File: config.mk
export PLATFORM = sky130hd
export DESIGN_NAME = commit_unit
export DESIGN_NICKNAME = d
export VERILOG_FILES = /design/src/rtl/commit_unit_pkg.sv /design/src/rtl/commit_unit_active_list_ram.sv /design/src/rtl/commit_unit.sv
export SDC_FILE = /design/constraint.sdc
export NUM_CORES = 1
export LEC_CHECK = 0
export CAP_MARGIN = 20
export CORE_MARGIN = 2
export CORE_UTILIZATION = 50
export CTS_CLUSTER_DIAMETER = 30
export DETAILED_ROUTE_END_ITERATION = 8
export GPL_ROUTABILITY_DRIVEN = 0
export HOLD_SLACK_MARGIN = 0.08
export PLACE_DENSITY = 0.7
export SLEW_MARGIN = 25
export SYNTH_ARGS = -nofsm -noshare
export SYNTH_HDL_FRONTEND = slang
export SYNTH_HIERARCHICAL = 1
export SYNTH_SLANG_ARGS = --single-unit
File: constraint.sdc
create_clock -name clk -period 7.55 [get_ports clk]
set_clock_uncertainty 0.15 [all_clocks]
set_input_delay 1.51 -clock clk [delete_from_list [all_inputs] [get_ports clk]]
set_output_delay 1.51 -clock clk [all_outputs]
set_load 0.02 [all_outputs]
File: src/rtl/commit_unit_pkg.sv
// Shared types and constants for the in-order commit unit and its active list.
package commit_unit_pkg;

  localparam int DEF_REG_ADDR_WIDTH  = 5;
  localparam int DEF_FREE_LIST_WIDTH = 3;

  function automatic int depth_of(input int idx_w);
    return 1 << idx_w;
  endfunction

  localparam int DEPTH = depth_of(DEF_FREE_LIST_WIDTH);

  localparam logic [31:0] HEAD_RST = '0;
  localparam logic [31:0] TAIL_RST = '0;

  // Per-entry status bits; the address payload is kept beside it at module width.
  typedef struct packed {
    logic valid;
    logic done;
    logic wb_reg;
  } entry_flags_t;

  typedef struct packed {
    entry_flags_t                  flags;
    logic [DEF_REG_ADDR_WIDTH-1:0] vaddr;
    logic [DEF_REG_ADDR_WIDTH-1:0] paddr;
    logic [DEF_REG_ADDR_WIDTH-1:0] old_paddr;
  } entry_t;

endpackage

File: src/rtl/commit_unit_active_list_ram.sv
// Active-list storage: alloc write port, done-set port, retire clear and async head read.
module active_list_ram
  import commit_unit_pkg::*;
#(
  parameter int AW = 5,
  parameter int IW = 3
) (
  input  logic          clk,
  input  logic          clear,
  input  logic          wr_en,
  input  logic [IW-1:0] wr_idx,
  input  logic          wr_wb_reg,
  input  logic [AW-1:0] wr_vaddr,
  input  logic [AW-1:0] wr_paddr,
  input  logic [AW-1:0] wr_old_paddr,
  input  logic          done_en,
  input  logic [IW-1:0] done_idx,
  input  logic          retire_en,
  input  logic [IW-1:0] head,
  output entry_flags_t  head_flags,
  output logic [AW-1:0] head_vaddr,
  output logic [AW-1:0] head_paddr,
  output logic [AW-1:0] head_old_paddr
);

  localparam int N = depth_of(IW);

  logic [N-1:0]         valid;
  logic [N-1:0]         done;
  logic [N-1:0]         wb_reg;
  logic [N-1:0][AW-1:0] vaddr;
  logic [N-1:0][AW-1:0] paddr;
  logic [N-1:0][AW-1:0] old_paddr;

  // Alloc never targets a live entry (tail is only live when full, and full refuses
  // alloc), so the three updates never collide on one index.
  always_ff @(posedge clk) begin
    if (clear) begin
      valid <= '0;
      done  <= '0;
    end else begin
      if (done_en && valid[done_idx]) done[done_idx] <= 1'b1;
      if (retire_en) begin
        valid[head] <= 1'b0;
        done[head]  <= 1'b0;
      end
      if (wr_en) begin
        valid[wr_idx] <= 1'b1;
        done[wr_idx]  <= 1'b0;
      end
    end
  end

  always_ff @(posedge clk) begin
    if (wr_en) begin
      wb_reg[wr_idx]    <= wr_wb_reg;
      vaddr[wr_idx]     <= wr_vaddr;
      paddr[wr_idx]     <= wr_paddr;
      old_paddr[wr_idx] <= wr_old_paddr;
    end
  end

  always_comb begin
    head_flags        = '0;
    head_flags.valid  = valid[head];
    head_flags.done   = done[head];
    head_flags.wb_reg = wb_reg[head];
    head_vaddr        = vaddr[head];
    head_paddr        = paddr[head];
    head_old_paddr    = old_paddr[head];
  end

endmodule

File: src/rtl/commit_unit.sv
// In-order retirement of active-list entries; frees superseded physical registers.
// Optional COMMIT_BYPASS_EN lets a same-cycle completion of the head entry commit at once.
module commit_unit
  import commit_unit_pkg::*;
#(
  parameter int DATA_WIDTH      = 32,
  parameter int REG_ADDR_WIDTH  = 5,
  parameter int FREE_LIST_WIDTH = 3
) (
  input  logic                       clk,
  input  logic                       rst_n,
  input  logic                       flush,
  input  logic                       alloc_valid,
  output logic                       alloc_ready,
  output logic [FREE_LIST_WIDTH-1:0] alloc_index,
  input  logic                       alloc_wb_reg,
  input  logic [REG_ADDR_WIDTH-1:0]  alloc_virtual_addr,
  input  logic [REG_ADDR_WIDTH-1:0]  alloc_physical_addr,
  input  logic [REG_ADDR_WIDTH-1:0]  alloc_old_physical_addr,
  input  logic                       complete_valid,
  input  logic [FREE_LIST_WIDTH-1:0] complete_index,
  output logic                       commit_valid,
  output logic                       commit_wb_reg,
  output logic [REG_ADDR_WIDTH-1:0]  commit_virtual_addr,
  output logic [REG_ADDR_WIDTH-1:0]  commit_physical_addr,
  output logic                       free_valid,
  output logic [REG_ADDR_WIDTH-1:0]  free_physical_addr,
  output logic [FREE_LIST_WIDTH:0]   count
);

  localparam int IW = FREE_LIST_WIDTH;
  localparam int AW = REG_ADDR_WIDTH;

  if (DATA_WIDTH < 1 || AW < 1 || IW < 1) begin : g_bad_cfg
    $error("commit_unit: widths must be positive");
  end

  logic [IW-1:0] head;
  logic [IW-1:0] tail;
  logic [IW:0]   cnt;
  logic          clear;
  logic          alloc_fire;
  logic          head_done;
  entry_flags_t  head_flags;
  logic [AW-1:0] head_vaddr;
  logic [AW-1:0] head_paddr;
  logic [AW-1:0] head_old_paddr;

  assign clear       = !rst_n || flush;
  // Count never exceeds DEPTH, so its MSB alone marks full.
  assign alloc_ready = !cnt[IW];
  assign alloc_fire  = alloc_valid && alloc_ready;
  assign alloc_index = tail;
  assign count       = cnt;

`ifdef COMMIT_BYPASS_EN
  assign head_done = head_flags.done || (complete_valid && complete_index == head);
`else
  assign head_done = head_flags.done;
`endif

  always_comb begin
    commit_valid         = head_flags.valid && head_done && !clear;
    commit_wb_reg        = 1'b0;
    commit_virtual_addr  = '0;
    commit_physical_addr = '0;
    free_valid           = 1'b0;
    free_physical_addr   = '0;
    if (commit_valid) begin
      commit_wb_reg        = head_flags.wb_reg;
      commit_virtual_addr  = head_vaddr;
      commit_physical_addr = head_paddr;
      free_valid           = head_flags.wb_reg;
      if (head_flags.wb_reg) free_physical_addr = head_old_paddr;
    end
  end

  always_ff @(posedge clk) begin
    if (clear) begin
      head <= HEAD_RST[IW-1:0];
      tail <= TAIL_RST[IW-1:0];
      cnt  <= '0;
    end else begin
      if (alloc_fire)   tail <= tail + 1'b1;
      if (commit_valid) head <= head + 1'b1;
      cnt <= cnt + (IW+1)'(alloc_fire) - (IW+1)'(commit_valid);
    end
  end

  active_list_ram #(.AW(AW), .IW(IW)) u_ram (
    .clk            (clk),
    .clear          (clear),
    .wr_en          (alloc_fire),
    .wr_idx         (tail),
    .wr_wb_reg      (alloc_wb_reg),
    .wr_vaddr       (alloc_virtual_addr),
    .wr_paddr       (alloc_physical_addr),
    .wr_old_paddr   (alloc_old_physical_addr),
    .done_en        (complete_valid),
    .done_idx       (complete_index),
    .retire_en      (commit_valid),
    .head           (head),
    .head_flags     (head_flags),
    .head_vaddr     (head_vaddr),
    .head_paddr     (head_paddr),
    .head_old_paddr (head_old_paddr)
  );

endmodule

==> run summary, run 1 <==
status -> completed
# diodes -> 0
port bufs -> 49
mapped cell area -> 0.00663 sq mm
adder-cell share of the synthesized area -> 0.0143
Seq/Total Area, Yosys -> 0.658
largest family of logic cells by synthesized area -> simple AND/OR/NAND/NOR gates
top_reg_cell synth -> edfxtp_1
GRT Util Overall -> 0.215
crit-path max FO -> 33
final hold vios -> 0
Final setup viols -> 0
TritonCTS clock tree -> done
Core Rows -> 42
CP peak stage delay -> 0.61 ns
pwr/cell area -> 236 mW/mm^2
Synth Register Bits -> 154
CP Cell Sequence -> clkdlybuf4s50_1, nor2b_2, inv_2, nor2_8, and3_1, clkdlybuf4s50_1
Slew @ Worst Pin -> 0.963 ns
DP Cell Count -> 646
simple logic cell fraction of the synthesized area -> 0.108
Worst Setup Path Type -> input pin to output port
clk sink count -> 154
Worst-path clk slew -> 0.06 ns
RSZ-0062 raised after global routing -> no
placed cell areas -> 0.00722 sq mm
Design Power -> 0.00184 W
Final Max Slew Viols -> 0
f_max -> 0.189 GHz
largest cells by area after synthesis -> edfxtp_1 58%, dfxtp_1 7.8%, mux2_2 7.1%, a22oi_1 3.1%, nand4b_1 2.1%
vias per cell -> 5.97
post-synth cell types -> 47
Post-Syn Nets -> 480
hold buffers post-CTS -> 0
layout cells sized above 1 -> 0.180
crit path launch type -> input pin
clk buf depth -> 2
initial core utilization -> 0.507
CTS root buffer -> clkbuf_16
initial drt markers -> 317
htree depth -> 4
cell area after layout -> 0.00780 sq mm
largest net degree at the start of global routing -> 46
Worst VDD drop -> 161 uV
Compound-Gate Fraction of Synth Area -> 0.0875
Data arrival, critical path -> 3.63 ns
most common cell after layout, fill and taps aside -> edfxtp_1
post-route ant nets -> 0
antenna violations before repair -> 0
first-pass GRT wire length -> 22500 microns
Crit path required time -> 5.89 ns
multiplexer share of the synthesized area -> 0.0921
Detailed Place HPWL -> 8200 microns
minimum clock period -> 5.29 ns
Max Cap Violations -> 0
Worst path most repeated cell -> clkdlybuf4s50_1
synthesis-to-layout area growth -> 17.6%
global route overflow -> 0
Worst setup EP type -> output port
DR WL/cell -> 21.7 microns
largest area contributor in the netlist -> edfxtp_1
total number of vias -> 4044
die width -> 119 microns
Finished Layout Cells -> 677
drt first pass iters -> 5
# resized after CTS -> 0
Mean Syn Cell Area -> 14.8 sq um
NumNets Final -> 520
setup_tns -> 0 ns
setup bufs post-CTS -> 0
Max-slew headroom -> 0.357
hold_ws -> 0.328 ns
# DRC -> 0
EDFF count, synth -> 128
post-synthesis xor/xnor area fraction -> 0.00792
core area -> 0.0131 sq mm
most frequent cells in the layout -> 128 x edfxtp_1, 49 x clkdlybuf4s50_1, 42 x mux2_2, 27 x a22oi_1, 24 x dfxtp_1
post-synthesis async set-or-reset flop share -> 0
Synth Instances -> 449
post-route clock period utilization -> 0.701
Syn. warnings -> 6
die area -> 0.0142 sq mm
Skew-Pair Late Insertion Delay -> 0.42 ns
number of global-route vias before repair -> 4048
biggest regs -> u_ram/old_paddr: 40 flops, u_ram/paddr: 40 flops, u_ram/vaddr: 40 flops
Routed WL -> 14700 microns
post-synth top area share -> 0.580
die height -> 119 microns
io pins -> 50
slowest CP cell -> clkdlybuf4s50_1
Leak Pwr -> 2.56 nW
HP Class -> flop to flop
Num CTS Buffers -> 17
==> layer usage <==
metal | vias up | share of wire | track usage
met5 | - | 0 | 0
met4 | 0 | 0.023 | 0.0893
met3 | 20 | 0.055 | 0.0455
met2 | 146 | 0.48 | 0.347
met1 | 2033 | 0.44 | 0.283
li1 | 1845 | - | -
==> synth_stat cells, types with 5 or more instances <==
cell and n:
nand2_1 21, nand4b_1 16, and3_1 5, a221oi_1 10
and2_1 15, ha_1 6, mux2i_1 7, buf_2 13
nand4bb_1 8, a22oi_1 27, o21ai_0 7, clkbuf_1 12
o221ai_1 10, mux2_2 42, o22ai_1 5, nor2_1 11
a21oi_1 11, edfxtp_1 128, dfxtp_1 26, inv_1 15
nand3_1 5
==> worst paths after layout <==
path | to | cells past startpoint | start | slack [ns]
min reg2reg | u_ram/valid[3]$_SDFF_PP0_ | 2 | u_ram/valid[3]$_SDFF_PP0_ | 0.33
min | u_ram/valid[3]$_SDFF_PP0_ | 2 | u_ram/valid[3]$_SDFF_PP0_ | 0.33
max reg2reg | count[2]$_SDFF_PP0_ | 13 | head[0]$_SDFFE_PP0N_ | 3.68
max | free_physical_addr[2] | 6 | rst_n | 2.26
==> cells by family (layout without fill, tap and decap cells) <==
group                      after synthesis  in the layout
AOI/OAI and AO/OA                       79             79
xor gates and xnor gates                 6              6
adders and majority gates                7              7
buffers and inverters                   47             99
DFF                                    154            154
muxes                                   52             52
and+or+nand+nor                        104            104
==> metrics by stage <==
step / util / worst slack, ns
2_1_floorplan: - / 3.46
3_3_place_gp: 0.551 / 2.29
3_5_place_dp: 0.551 / 2.24
4_1_cts: 0.596 / 2.03
5_1_grt: 0.596 / 2.08
6_report: 0.596 / 2.26
==> where the power goes <==
part           switching [W]  leakage, nW  total (W)  internal (W)
combinational      0.0000351        0.905  0.0000650     0.0000299
sequential        0.00000407         1.37   0.000936      0.000932
clock               0.000324        0.279   0.000839      0.000514
total               0.000363         2.56    0.00184       0.00148
==> cell type report <==
| class | instances | area [sq um] |
|---|---|---|
| tap | 176 | 220 |
| sequential | 154 | 4370 |
| inverter | 16 | 60.1 |
| timing repair buffer | 52 | 513 |
| clock buffer | 18 | 429 |
| fill | 999 | 5290 |
| clock inverter | 13 | 153 |
| multi-input combinational | 248 | 2060 |
==> critical path: cells and delay by family <==
family	cells	cell delay (ns)
buffers and inverters	3	1.29
and+or+nand+nor	3	0.82
Power figures use the tool's default switching activity.
==> run 2: changes to the inputs <==
Clock period 7.55 ns to 5.3 ns, I/O delays scaled along.
==> run 2 against run 1 <==
  * Design area up 0.37%
  * Combinational power increased by 41%
  * Largest cell class unchanged
  * Sequential share of layout area fell by 0.21 points
  * Power up 41%
  * Clock power increased by 39%
  * Core utilization grew 0.22 points
  * Die area unchanged
  * Wire length shrank 1.6%
==> run summary, run 2 (synthesized netlist as in run 1, its figures left out) <==
most common cell after layout, fill and taps aside -> edfxtp_1
Final Max Slew Viols -> 0 (unchanged)
post-route clock period utilization -> 0.898
pwr/cell area -> 331 mW/mm^2 (+40%)
DP Cell Count -> 651 (+0.77%)
# diodes -> 0 (unchanged)
end of the critical path -> free_physical_addr[2]
met1 WL -> 6300 microns (-3.5%)
hold buffers post-CTS -> 0 (unchanged)
first-pass GRT wire length -> 23000 microns (+2.3%)
crit path launch type -> flop
FF-to-FF path depth -> 13 (unchanged)
status -> completed
metal2 WL -> 6830 microns (-2.8%)
top sig layer -> met4
total number of vias -> 4066 (+0.54%)
Worst-path clk slew -> 0.06 ns (about the same)
core area -> 0.0131 sq mm (unchanged)
slowest CP cell -> clkdlybuf4s50_1
Max Cap Violations -> 0 (unchanged)
FF-to-FF End -> count[2]$_SDFF_PP0_
global route overflow -> 0 (unchanged)
Worst VDD drop -> 262 uV (+63%)
worst setup path start -> head[1]$_SDFFE_PP0N_
crit-path max FO -> 32 (-3.0%)
most frequent cells in the layout -> 128 x edfxtp_1, 49 x clkdlybuf4s50_1, 42 x mux2_2, 27 x a22oi_1, 24 x dfxtp_1
CP Cell Sequence -> buf_4, nor2_1, a22oi_1, o22ai_1, nand2_2, nor2_8, and3_1, clkdlybuf4s50_1
Worst setup EP type -> output port
Skew-Pair Late Insertion Delay -> 0.42 ns (about the same)
initial core utilization -> 0.507 (unchanged)
port bufs -> 49 (unchanged)
clk buf depth -> 2 (unchanged)
largest net degree at the start of global routing -> 33 (-28%)
setup_tns -> 0 ns (unchanged)
utilization after layout -> 0.598 (+0.00220)
die height -> 119 microns (unchanged)
die area -> 0.0142 sq mm (unchanged)
PnR worst setup slack -> 0.539 ns (-1.72 ns)
final hold vios -> 0 (unchanged)
# DRC -> 0 (unchanged)
minimum clock period -> 4.76 ns
GRT Util Overall -> 0.218 (+0.00300)
TritonCTS clock tree -> done
number of global-route vias before repair -> 4181 (+3.3%)
met3 wire len -> 901 microns (+12%)
htree depth -> 4 (unchanged)
RSZ-0062 raised after global routing -> no
worst r2r src -> head[1]$_SDFFE_PP0N_
Crit path required time -> 4.09 ns (-1.80 ns)
NumNets Final -> 525 (+0.96%)
synthesis-to-layout area growth -> 18.1%
Finished Layout Cells -> 683 (+0.89%)
Worst Setup Path Type -> flop to output port
drt first pass iters -> 5 (unchanged)
post-route ant nets -> 0 (unchanged)
f_max -> 0.210 GHz
clk sink count -> 154 (unchanged)
initial drt markers -> 365 (+15%)
antenna violations before repair -> 0 (unchanged)
Max-slew headroom -> 0.334 (-0.0232)
Num CTS Buffers -> 17 (unchanged)
pre-CTS worst setup slack -> 0.948 ns (-1.30 ns)
biggest regs -> u_ram/old_paddr: 40 flops, u_ram/paddr: 40 flops, u_ram/vaddr: 40 flops
setup bufs post-CTS -> 0 (unchanged)
Leak Pwr -> 2.58 nW (+0.84%)
placed cell areas -> 0.00725 sq mm (+0.52%)
vias per cell -> 5.95 (-0.34%)
die width -> 119 microns (unchanged)
Slew @ Worst Pin -> 0.998 ns (+0.0348 ns)
layout cells sized above 1 -> 0.189 (+0.00971)
Register-to-Register Setup Slack -> 1.52 ns (-2.16 ns)
fill count -> 1000 (+0.10%)
Core Rows -> 42 (unchanged)
io pins -> 50 (unchanged)
cell area after layout -> 0.00783 sq mm (+0.37%)
Routed WL -> 14500 microns (-1.6%)
CTS root buffer -> clkbuf_16
Detailed Place HPWL -> 8650 microns (+5.5%)
DR WL/cell -> 21.2 microns (-2.5%)
# resized after CTS -> 0 (unchanged)
Data arrival, critical path -> 3.55 ns (-0.08 ns)
Final setup viols -> 0 (unchanged)
CP peak stage delay -> 0.60 ns (about the same)
HP Class -> flop to flop
[run 2: per-stage QoR]
stage	hold slack (ns)	power, W
floorplan	0.296	0.00140
global placement	0.314	0.00145
detailed placement	0.330	0.00145
CTS	0.340	0.00261
global route	0.362	0.00267
finish	0.345	0.00259
[run 2: area by class of cell]
cell class / count / area [sq um] / share of cell area
inverter: 16 / 60.1 / 0.00767
tap: 176 / 220 / 0.0281
sequential: 154 / 4370 / 0.558
multi-input combinational: 248 / 2060 / 0.263
clock buffer: 18 / 429 / 0.0548
clock inverter: 14 / 146 / 0.0187
timing repair buffer: 57 / 551 / 0.0703
[run 2: worst min path at each step]
stage                                          from                   endpoint  cells after the start
after floorplan           u_ram/valid[3]$_SDFF_PP0_  u_ram/valid[3]$_SDFF_PP0_                      2
after global placement    u_ram/valid[5]$_SDFF_PP0_  u_ram/valid[5]$_SDFF_PP0_                      2
after detailed placement  u_ram/valid[7]$_SDFF_PP0_  u_ram/valid[7]$_SDFF_PP0_                      2
after CTS                 u_ram/valid[7]$_SDFF_PP0_  u_ram/valid[7]$_SDFF_PP0_                      2
after global routing      u_ram/valid[7]$_SDFF_PP0_  u_ram/valid[7]$_SDFF_PP0_                      2
final                     u_ram/valid[3]$_SDFF_PP0_  u_ram/valid[3]$_SDFF_PP0_                      2
[run 2: power breakdown]
group,switching (W),internal (W)
combinational,0.0000484,0.0000430
sequential,0.00000589,0.00133
clock,0.000474,0.000694
total,0.000528,0.00206
[run 2: routing by layer]
layer,track usage,vias up
met2,0.332,152
met4,0.112,0
met5,0,-
met1,0.291,2022
met3,0.0527,34
li1,-,1858
[run 2: worst max-delay path: cells and delay by family, from the launching register on]
family / cells / cell delay, ns
and+or+nand+nor: 4 / 1.25
buffers and inverters: 2 / 0.93
DFF: 1 / 0.46
AOI/OAI and AO/OA: 2 / 0.47
